[config.mk]
export PLATFORM = sky130hd
export DESIGN_NAME = controlador_io
export DESIGN_NICKNAME = d
export VERILOG_FILES = /design/src/rtl/controlador_io.sv
export SDC_FILE = /design/constraint.sdc
export NUM_CORES = 1
export LEC_CHECK = 0
export ABC_AREA = 1
export ABC_CLOCK_PERIOD_IN_PS = 1500
export BUFFER_PORTS_ARGS = -buffer_cell sky130_fd_sc_hd__buf_2
export CORE_MARGIN = 10
export CORE_UTILIZATION = 47
export DETAILED_ROUTE_END_ITERATION = 12
export PLACE_DENSITY = 0.76
export RECOVER_POWER = 100
export SLEW_MARGIN = 25
export SYNTH_ARGS = -nofsm -noshare
export SYNTH_HDL_FRONTEND = slang
export SYNTH_SLANG_ARGS = --single-unit
export TNS_END_PERCENT = 50
[constraint.sdc]
create_clock -name clock -period 1.5 [get_ports clock]
set_input_delay 0.075 -clock clock [delete_from_list [all_inputs] [get_ports clock]]
set_output_delay 0.075 -clock clock [all_outputs]
set_load 0.05 [all_outputs]
[src/rtl/controlador_io.sv]
// I/O controller for a single-cycle CPU: IN stalls the core until the debounced
// enter button is pressed and released, capturing the switches; OUT latches the display.
module controlador_io #(
    parameter int DEBOUNCE_CYCLES = 50000
) (
    input  logic        clock,
    input  logic        reset,
    input  logic        OpIO,
    input  logic        Halt,
    input  logic [31:0] DadoOut,
    input  logic [15:0] Switches,
    input  logic        BotaoEnter,
    output logic [31:0] DadoIn,
    output logic        Pausa,
    output logic        Atendido,
    output logic [31:0] Display,
    output logic        DisplayValido,
    output logic [1:0]  o_estado
);

    localparam int              CW = 20;
    localparam logic [CW-1:0]   TC = CW'(DEBOUNCE_CYCLES - 1);

    // o_estado encoding: 0 OCIOSO, 1 ESPERA_PRESS, 2 ESPERA_SOLTA, 3 LIBERA
    typedef enum logic [1:0] {
        OCIOSO       = 2'd0,
        ESPERA_PRESS = 2'd1,
        ESPERA_SOLTA = 2'd2,
        LIBERA       = 2'd3
    } estado_t;

    estado_t        r_estado;
    estado_t        w_prox;
    logic           r_btn_s1;
    logic           r_btn_s2;
    logic [15:0]    r_sw_s1;
    logic [15:0]    r_sw_s2;
    logic           r_filt;
    logic [CW-1:0]  r_cnt;
    logic [31:0]    r_dado_in;
    logic [31:0]    r_display;
    logic           r_display_valido;

    logic           w_diff;
    logic           w_tc;
    logic           w_sobe;
    logic           w_desce;
    logic           w_pausa;
    logic           w_atendido;
    logic           w_captura;
    logic           w_out;

    always_ff @(posedge clock or negedge reset) begin
        if (!reset) begin
            r_btn_s1 <= 1'b0;
            r_btn_s2 <= 1'b0;
            r_sw_s1  <= '0;
            r_sw_s2  <= '0;
        end else begin
            r_btn_s1 <= BotaoEnter;
            r_btn_s2 <= r_btn_s1;
            r_sw_s1  <= Switches;
            r_sw_s2  <= r_sw_s1;
        end
    end

    // The edge events fire on the same clock edge that flips r_filt.
    assign w_diff  = (r_btn_s2 != r_filt);
    assign w_tc    = (r_cnt == TC);
    assign w_sobe  = w_diff && w_tc && !r_filt;
    assign w_desce = w_diff && w_tc && r_filt;

    always_ff @(posedge clock or negedge reset) begin
        if (!reset) begin
            r_filt <= 1'b0;
            r_cnt  <= '0;
        end else if (!w_diff) begin
            r_cnt  <= '0;
        end else if (w_tc) begin
            r_filt <= ~r_filt;
            r_cnt  <= '0;
        end else begin
            r_cnt  <= r_cnt + CW'(1);
        end
    end

    always_ff @(posedge clock or negedge reset) begin
        if (!reset) r_estado <= OCIOSO;
        else        r_estado <= w_prox;
    end

    always_comb begin
        w_prox     = r_estado;
        w_pausa    = 1'b0;
        w_atendido = 1'b0;
        w_captura  = 1'b0;
        case (r_estado)
            OCIOSO: begin
                if (OpIO && Halt) begin
                    w_prox  = ESPERA_PRESS;
                    w_pausa = 1'b1;
                end
            end
            ESPERA_PRESS: begin
                w_pausa = 1'b1;
                if (w_sobe) begin
                    w_prox    = ESPERA_SOLTA;
                    w_captura = 1'b1;
                end
            end
            ESPERA_SOLTA: begin
                w_pausa = 1'b1;
                if (w_desce) w_prox = LIBERA;
            end
            LIBERA: begin
                w_atendido = 1'b1;
                w_prox     = OCIOSO;
            end
            default: w_prox = OCIOSO;
        endcase
    end

    assign w_out = OpIO && !Halt;

    always_ff @(posedge clock or negedge reset) begin
        if (!reset) begin
            r_dado_in        <= '0;
            r_display        <= '0;
            r_display_valido <= 1'b0;
        end else begin
            if (w_captura) r_dado_in <= {16'b0, r_sw_s2};
            if (w_out) begin
                r_display        <= DadoOut;
                r_display_valido <= 1'b1;
            end
        end
    end

    // Reset gates the stall directly so it drops without waiting for a clock.
    assign Pausa         = w_pausa && reset;
    assign Atendido      = w_atendido;
    assign DadoIn        = r_dado_in;
    assign Display       = r_display;
    assign DisplayValido = r_display_valido;
    assign o_estado      = r_estado;

endmodule
==> results.cfg, run 1 <==
[global_routing]
grt-ovfl-total = 0
grt_max_degree = 107
track_usage_pct = 16.1
grt_pass1_wl_mm = 17.1
grt_pass1_vias = 3438
antenna_found_initial = 0

[clock_network]
clockBufferDepth = 2
cts_tree = done
cts.sink_count = 106
cts-root-buf = clkbuf_8
clk_latency_ns = 0.37
numCtsBuffers = 9
clk_pin_slew_ns = 0.12
htree_levels = 3

[timing]
holdWs_ns = 0.207
drv_slew = 0
setup-violations-final = 19
finClkSkew_ns = 0.0238
layout_min_cycle_time_ns = 1.61
max_slew_margin_pct = 54.7
rsz0062_at_grt = yes
worstMarginPinSlew_ns = 0.682
fin_crit_sh_pct = 108
fin_ws_ns = -0.113
hold_viol = 0
timing.fmax_mhz = 620

[cells_and_area]
final_util_pct = 66.4
layout.nets = 615
fill_cells = 662
multi_input_area_mm2 = 0.00149
ff_latch_area_mm2 = 0.00266
area_growth_pct = 36.4
num_antenna_cells = 0
layout-drive-gt1-share_pct = 33.9
fin_cells = 669

[min_path]
hold_path.startpoint = OpIO
hold_class = in -> reg
hold_path_end = DisplayValido$_DFFE_PN0P_
whs_path_depth = 4

[place]
post-dp-hpwl_mm = 6.62
dpl.cell_count = 594
port_buffers = 105
gp_congestion = 0.837
dp_slack_ns = -0.0581

[floorplanning]
rows = 34
die_h_um = 116
core_area_mm2 = 0.00881
die_area_mm2 = 0.0133
pin_count = 122
die_w_um = 116
start_util_pct = 48.7

[logic_synthesis]
synth_cells = 372
yosysWarnings = 0
ys_types = 32
async_reset_ff_share_pct = 100
ys.flop_type = dfrtp_1
synth_most_common_cell = dfrtp_1
ys_top_cells_by_area = dfrtp_1, mux2_2, nand2_1
synth_edf_count = 0
seq_area_frac_synth_pct = 61.9
syn-cell-area_mm2 = 0.00429
synth_common_cells = dfrtp_1, nand2_1, inv_1
netlist.area_leader.share_pct = 61.9
ys_ff_latch = 106
synth_area_leader_cell = dfrtp_1
synth.avg_cell_area_um2 = 11.5

[power]
switching_share_pct = 36.5
power.internal_w = 0.00444
p_leak_nw = 2.78
comb_power_share_pct = 30.1
max-vdd-ir-drop_mv = 1.11
switchingPower_w = 0.00254
pwr-share-clk_pct = 24.3
p_per_area_mw_per_mm2 = 1190
seq_power_share_pct = 45.6

[route]
vias = 3124
postRouteAntennaNets = 0
drt-total-wl_mm = 10.6
drc = 0
drt_iter0_markers = 135
wire_per_inst_um = 15.8
avgViaCountPerCell = 4.67
drt_first_pass_iters = 4

[worst_setup_path]
r2r-start = r_cnt[0]$_DFF_PN0_
worst_ep_required_time_ns = 1.42
crit_path_start_kind = register
rrSetupSlack_ns = -0.04
path_max_fanout = 2
critPathArrivalTime_ns = 1.54
reg2reg_depth = 9
cp-end-kind = output port
r2r_end = r_cnt[11]$_DFF_PN0_
critPathKind = reg -> out

[status]
violations = negative setup slack
status = complete, but fails checks

[flow_run]
drv_cap = 0
==> worst max path at each step <==
stage	endpoint	from	slack, ns
floorplan	DadoIn[12]$_DFFE_PN0P_	r_cnt[0]$_DFF_PN0_	0.02
global placement	r_cnt[19]$_DFF_PN0_	r_cnt[0]$_DFF_PN0_	-0.01
detailed placement	r_cnt[19]$_DFF_PN0_	r_cnt[0]$_DFF_PN0_	-0.06
CTS	Pausa	o_estado[0]$_DFFE_PN0P_	-0.10
global route	Pausa	o_estado[0]$_DFFE_PN0P_	-0.16
finish	Pausa	o_estado[1]$_DFFE_PN0P_	-0.11
==> critical path, cell delays in order (launching register included) <==
cell and delay (ns):
dfrtp_2 0.43, inv_2 0.09, ha_4 0.21, a31o_4 0.21
nand2_4 0.06, nor2_4 0.04, buf_8 0.15
==> flip-flops by register name (all words and copies together), names as in the netlist <==
signal         count
DadoIn            16
Display           32
DisplayValido      1
o_estado           2
r_btn_s1           1
r_btn_s2           1
r_cnt             20
r_filt             1
r_sw_s1           16
r_sw_s2           16
==> cells in the final DEF (no fill, tap or decap), types with 4 or more instances in the layout <==
master and instances:
a21oi_1 5, buf_2 53, buf_4 23, clkbuf_1 48
clkbuf_8 9, conb_1 16, dfrtp_1 103, dlygate4sd3_1 50
inv_1 41, mux2_2 31, nand2_1 50, nand2_2 13
nand3_1 6, nand4_1 5, nor2_1 27, nor2_4 6
nor3_1 4, o21ai_2 16, xor2_1 7
==> area by class of cell <==
type	count	share of cell area [%]
Tap cell	108	2.31
Timing Repair Buffer	180	20.6
Multi-Input combinational cell	214	25.5
Sequential cell	106	45.4
Clock inverter	7	1.15
Clock buffer	9	2.12
Inverter	45	2.93
==> per-layer routing <==
metal	up-vias	routed length, um	GRT usage (%)
met5	-	0	0
met4	0	125	5.74
met3	12	1130	7.49
met2	112	5080	26.8
met1	1485	4220	17.7
li1	1515	-	-
==> per-stage QoR <==
| stage | cell area (um2) | setup TNS, ns | power [W] |
|---|---|---|---|
| final | 5850 | -0.356 | 0.00698 |
| after global routing | 5850 | -3.48 | 0.00726 |
| after CTS | 5790 | -0.146 | 0.00686 |
| after detailed placement | 5020 | -0.470 | 0.00488 |
| after global placement | 5020 | -0.0106 | 0.00483 |
| after floorplan | 4370 | 0 | 0.00444 |
==> kinds of logic after synthesis <==
kind of cell | synth area share (%)
AO/OA/AOI/OAI | 4.99
other | 0.0875
adder cells (fa/ha/maj) | 1.75
flip-flops | 61.9
multiplexers | 8.40
XOR/XNOR | 1.63
buffers and inverters | 7.94
AND/OR/NAND/NOR | 13.3
==> power groups by stage <==
stage	Combinational, W	Clock, W	Sequential, W
floorplan	0.000658	0	0.00378
finish	0.00210	0.00170	0.00319
CTS	0.00197	0.00172	0.00317
detailed placement	0.00165	0	0.00323
global placement	0.00161	0	0.00322
global route	0.00222	0.00183	0.00321
==> what timing repair did <==
action                                  4_1_cts  5_1_grt
endpoints found under the setup margin       30       35
buffers inserted                              5        4
gates cloned                                  0        0
pin swaps                                     2        9
endpoints found under the hold margin       155        0
hold buffers                                 50        0
gates resized for setup                      10       25
(Power assumes the default switching activity.)
==> run 2, diff against run 1 <==
- ABC_AREA: 1 -> unset
- CORE_UTILIZATION: 47 -> 46
- HOLD_SLACK_MARGIN: unset -> 0.02
==> results.cfg, run 2 <==
[place]
port_buffers = 105
gp_congestion = 0.767
placed_cell_area_mm2 = 0.00490
post-dp-hpwl_mm = 6.04
dpl.cell_count = 513

[logic_synthesis]
async_reset_ff_share_pct = 100
syn-cell-area_mm2 = 0.00401
ys_types = 32
netlist.area_leader.share_pct = 66.2
synth_cells = 275
synth.avg_cell_area_um2 = 14.6
synth_edf_count = 0
synth_common_cells = dfrtp_1, mux2_2, nor2_1
ys_top_cells_by_area = dfrtp_1, mux2_2, buf_4
yosysWarnings = 0
seq_area_frac_synth_pct = 66.2
ys.flop_type = dfrtp_1
synth_area_leader_cell = dfrtp_1
ys_ff_latch = 106
synth_most_common_cell = dfrtp_1

[floorplanning]
die_w_um = 113
start_util_pct = 48.0
core_area_mm2 = 0.00834
pin_count = 122
die_area_mm2 = 0.0128
rows = 33
die_h_um = 113

[timing]
max_slew_margin_pct = 39.0
worstMarginPinSlew_ns = 0.915
setup-violations-final = 40
hold_viol = 0
layout_min_cycle_time_ns = 2.07
holdWs_ns = 0.315
rsz0062_at_grt = yes
timing.fmax_mhz = 483
fin_setup_tns_ns = -15.38
drv_slew = 0
fin_ws_ns = -0.569
fin_crit_sh_pct = 138
finClkSkew_ns = 0.0116

[clock_network]
htree_levels = 3
cts_tree = done
clk_latency_ns = 0.36
cts-root-buf = clkbuf_8
numCtsBuffers = 9
clk_pin_slew_ns = 0.10
clockBufferDepth = 2
cts.sink_count = 106

[min_path]
hold_path.startpoint = Halt
hold_path_end = Display[16]$_DFFE_PN0P_
whs_path_depth = 4
hold_class = in -> reg

[worst_setup_path]
cp-end-kind = register
rrSetupSlack_ns = -0.57
crit_start = r_cnt[13]$_DFF_PN0_
critPathArrivalTime_ns = 2.32
worst_ep_required_time_ns = 1.75
crit_path_start_kind = register
r2r-start = r_cnt[13]$_DFF_PN0_
r2r_end = o_estado[1]$_DFFE_PN0P_
reg2reg_depth = 5
path_max_fanout = 4
critPathKind = reg -> reg

[route]
highest_layer = met4
met1_length_mm = 3.84
met2WireLength_mm = 5.33
routed-wl-met3_um = 898
wire_per_inst_um = 17.4
drt_iter0_markers = 102
drt-total-wl_mm = 10.2
drt_first_pass_iters = 4
avgViaCountPerCell = 4.85
postRouteAntennaNets = 0
vias = 2846
drc = 0

[cells_and_area]
area_growth_pct = 45.0
layout_common_cells = dfrtp_1, buf_2, dlygate4sd3_1, clkbuf_1, buf_4
post-route-cell-area_mm2 = 0.00581
fill_cells = 598
largest_reg_flops = 32
fin_cells = 587
final_common_cell = dfrtp_1
layout.nets = 535
layout-drive-gt1-share_pct = 38.3

[global_routing]
track_usage_pct = 15.0
grt_pass1_vias = 3106
antenna_found_initial = 1
grt-ovfl-total = 0
grt_pass1_wl_mm = 15.6
grt_max_degree = 107

[power]
p_total_w = 0.00718
p_leak_nw = 2.71
p_per_area_mw_per_mm2 = 1240
max-vdd-ir-drop_mv = 0.782

[status]
violations = negative setup slack
status = complete, but fails checks

[flow_run]
drv_cap = 0
## run 2: cell count changes in the layout (fill, tap and decap cells not counted), moves of 7 or more
cell,change
buf_4,+11
inv_1,-39
mux2_4,+17
nand2_1,-45
nand2_2,-13
o21ai_2,-16
xnor2_1,+7
## run 2: critical path, cell delays in order (launching register included)
cell,delay (ns)
dfrtp_1,0.39
nand4bb_1,0.19
or4_4,0.47
or4_4,0.45
a21oi_4,0.16
mux2_4,0.31
## run 2: final cells by class
class	instances	area (um2)	area share, %
Clock inverter	6	96.3	1.66
Sequential cell	106	2660	45.7
Timing Repair Buffer	198	1400	24.2
Clock buffer	10	138	2.37
Inverter	4	15.0	0.259
Tap cell	105	131	2.26
Multi-Input combinational cell	157	1370	23.5
Antenna cell	1	2.50	0.0431
## run 2: metrics by stage
step / worst slack, ns / util [%]
final: -0.569 / 69.6
after global routing: -0.614 / 69.6
after CTS: -0.558 / 68.8
after detailed placement: -0.592 / 58.8
after global placement: -0.522 / 58.8
after floorplan: -0.563 / -
## run 2: repair_timing
action / 4_1_cts / 5_1_grt
resized for setup: 20 / 14
setup endpoints to repair: 40 / 41
setup buffers: 3 / 1
hold buffers: 50 / 0
cloned: 0 / 3
pin swaps: 3 / 2
endpoints found under the hold margin: 155 / 0
## run 2: logic make-up after synthesis
group | share of synthesized area [%]
AO/OA/AOI/OAI | 1.28
other | 0.0936
buffers and inverters | 4.22
multiplexers | 14.1
XOR/XNOR | 3.94
flip-flops | 66.2
adder cells (fa/ha/maj) | 1.87
AND/OR/NAND/NOR | 8.31
## run 2: power breakdown
group	total [W]	leakage, nW	internal, W	switching [W]
logic	0.00200	1.27	0.000743	0.00126
registers	0.00319	1.32	0.00307	0.000117
clock network	0.00199	0.120	0.00101	0.000981
total	0.00718	2.71	0.00482	0.00235
## run 2: worst max-delay path by stage
stage	endpoint	slack, ns	depth (start not counted)
3_3_place_gp	o_estado[1]$_DFFE_PN0P_	-0.52	5
5_1_grt	o_estado[1]$_DFFE_PN0P_	-0.61	5
6_report	o_estado[1]$_DFFE_PN0P_	-0.57	5
3_5_place_dp	o_estado[1]$_DFFE_PN0P_	-0.59	5
2_1_floorplan	DadoIn[10]$_DFFE_PN0P_	-0.56	5
4_1_cts	o_estado[1]$_DFFE_PN0P_	-0.56	5
## run 2: metal layers
metal | vias up | GRT usage (%)
met2 | 111 | 27.5
met4 | 0 | 3.98
li1 | 1305 | -
met5 | - | 0
met1 | 1416 | 14.8
met3 | 14 | 7.08
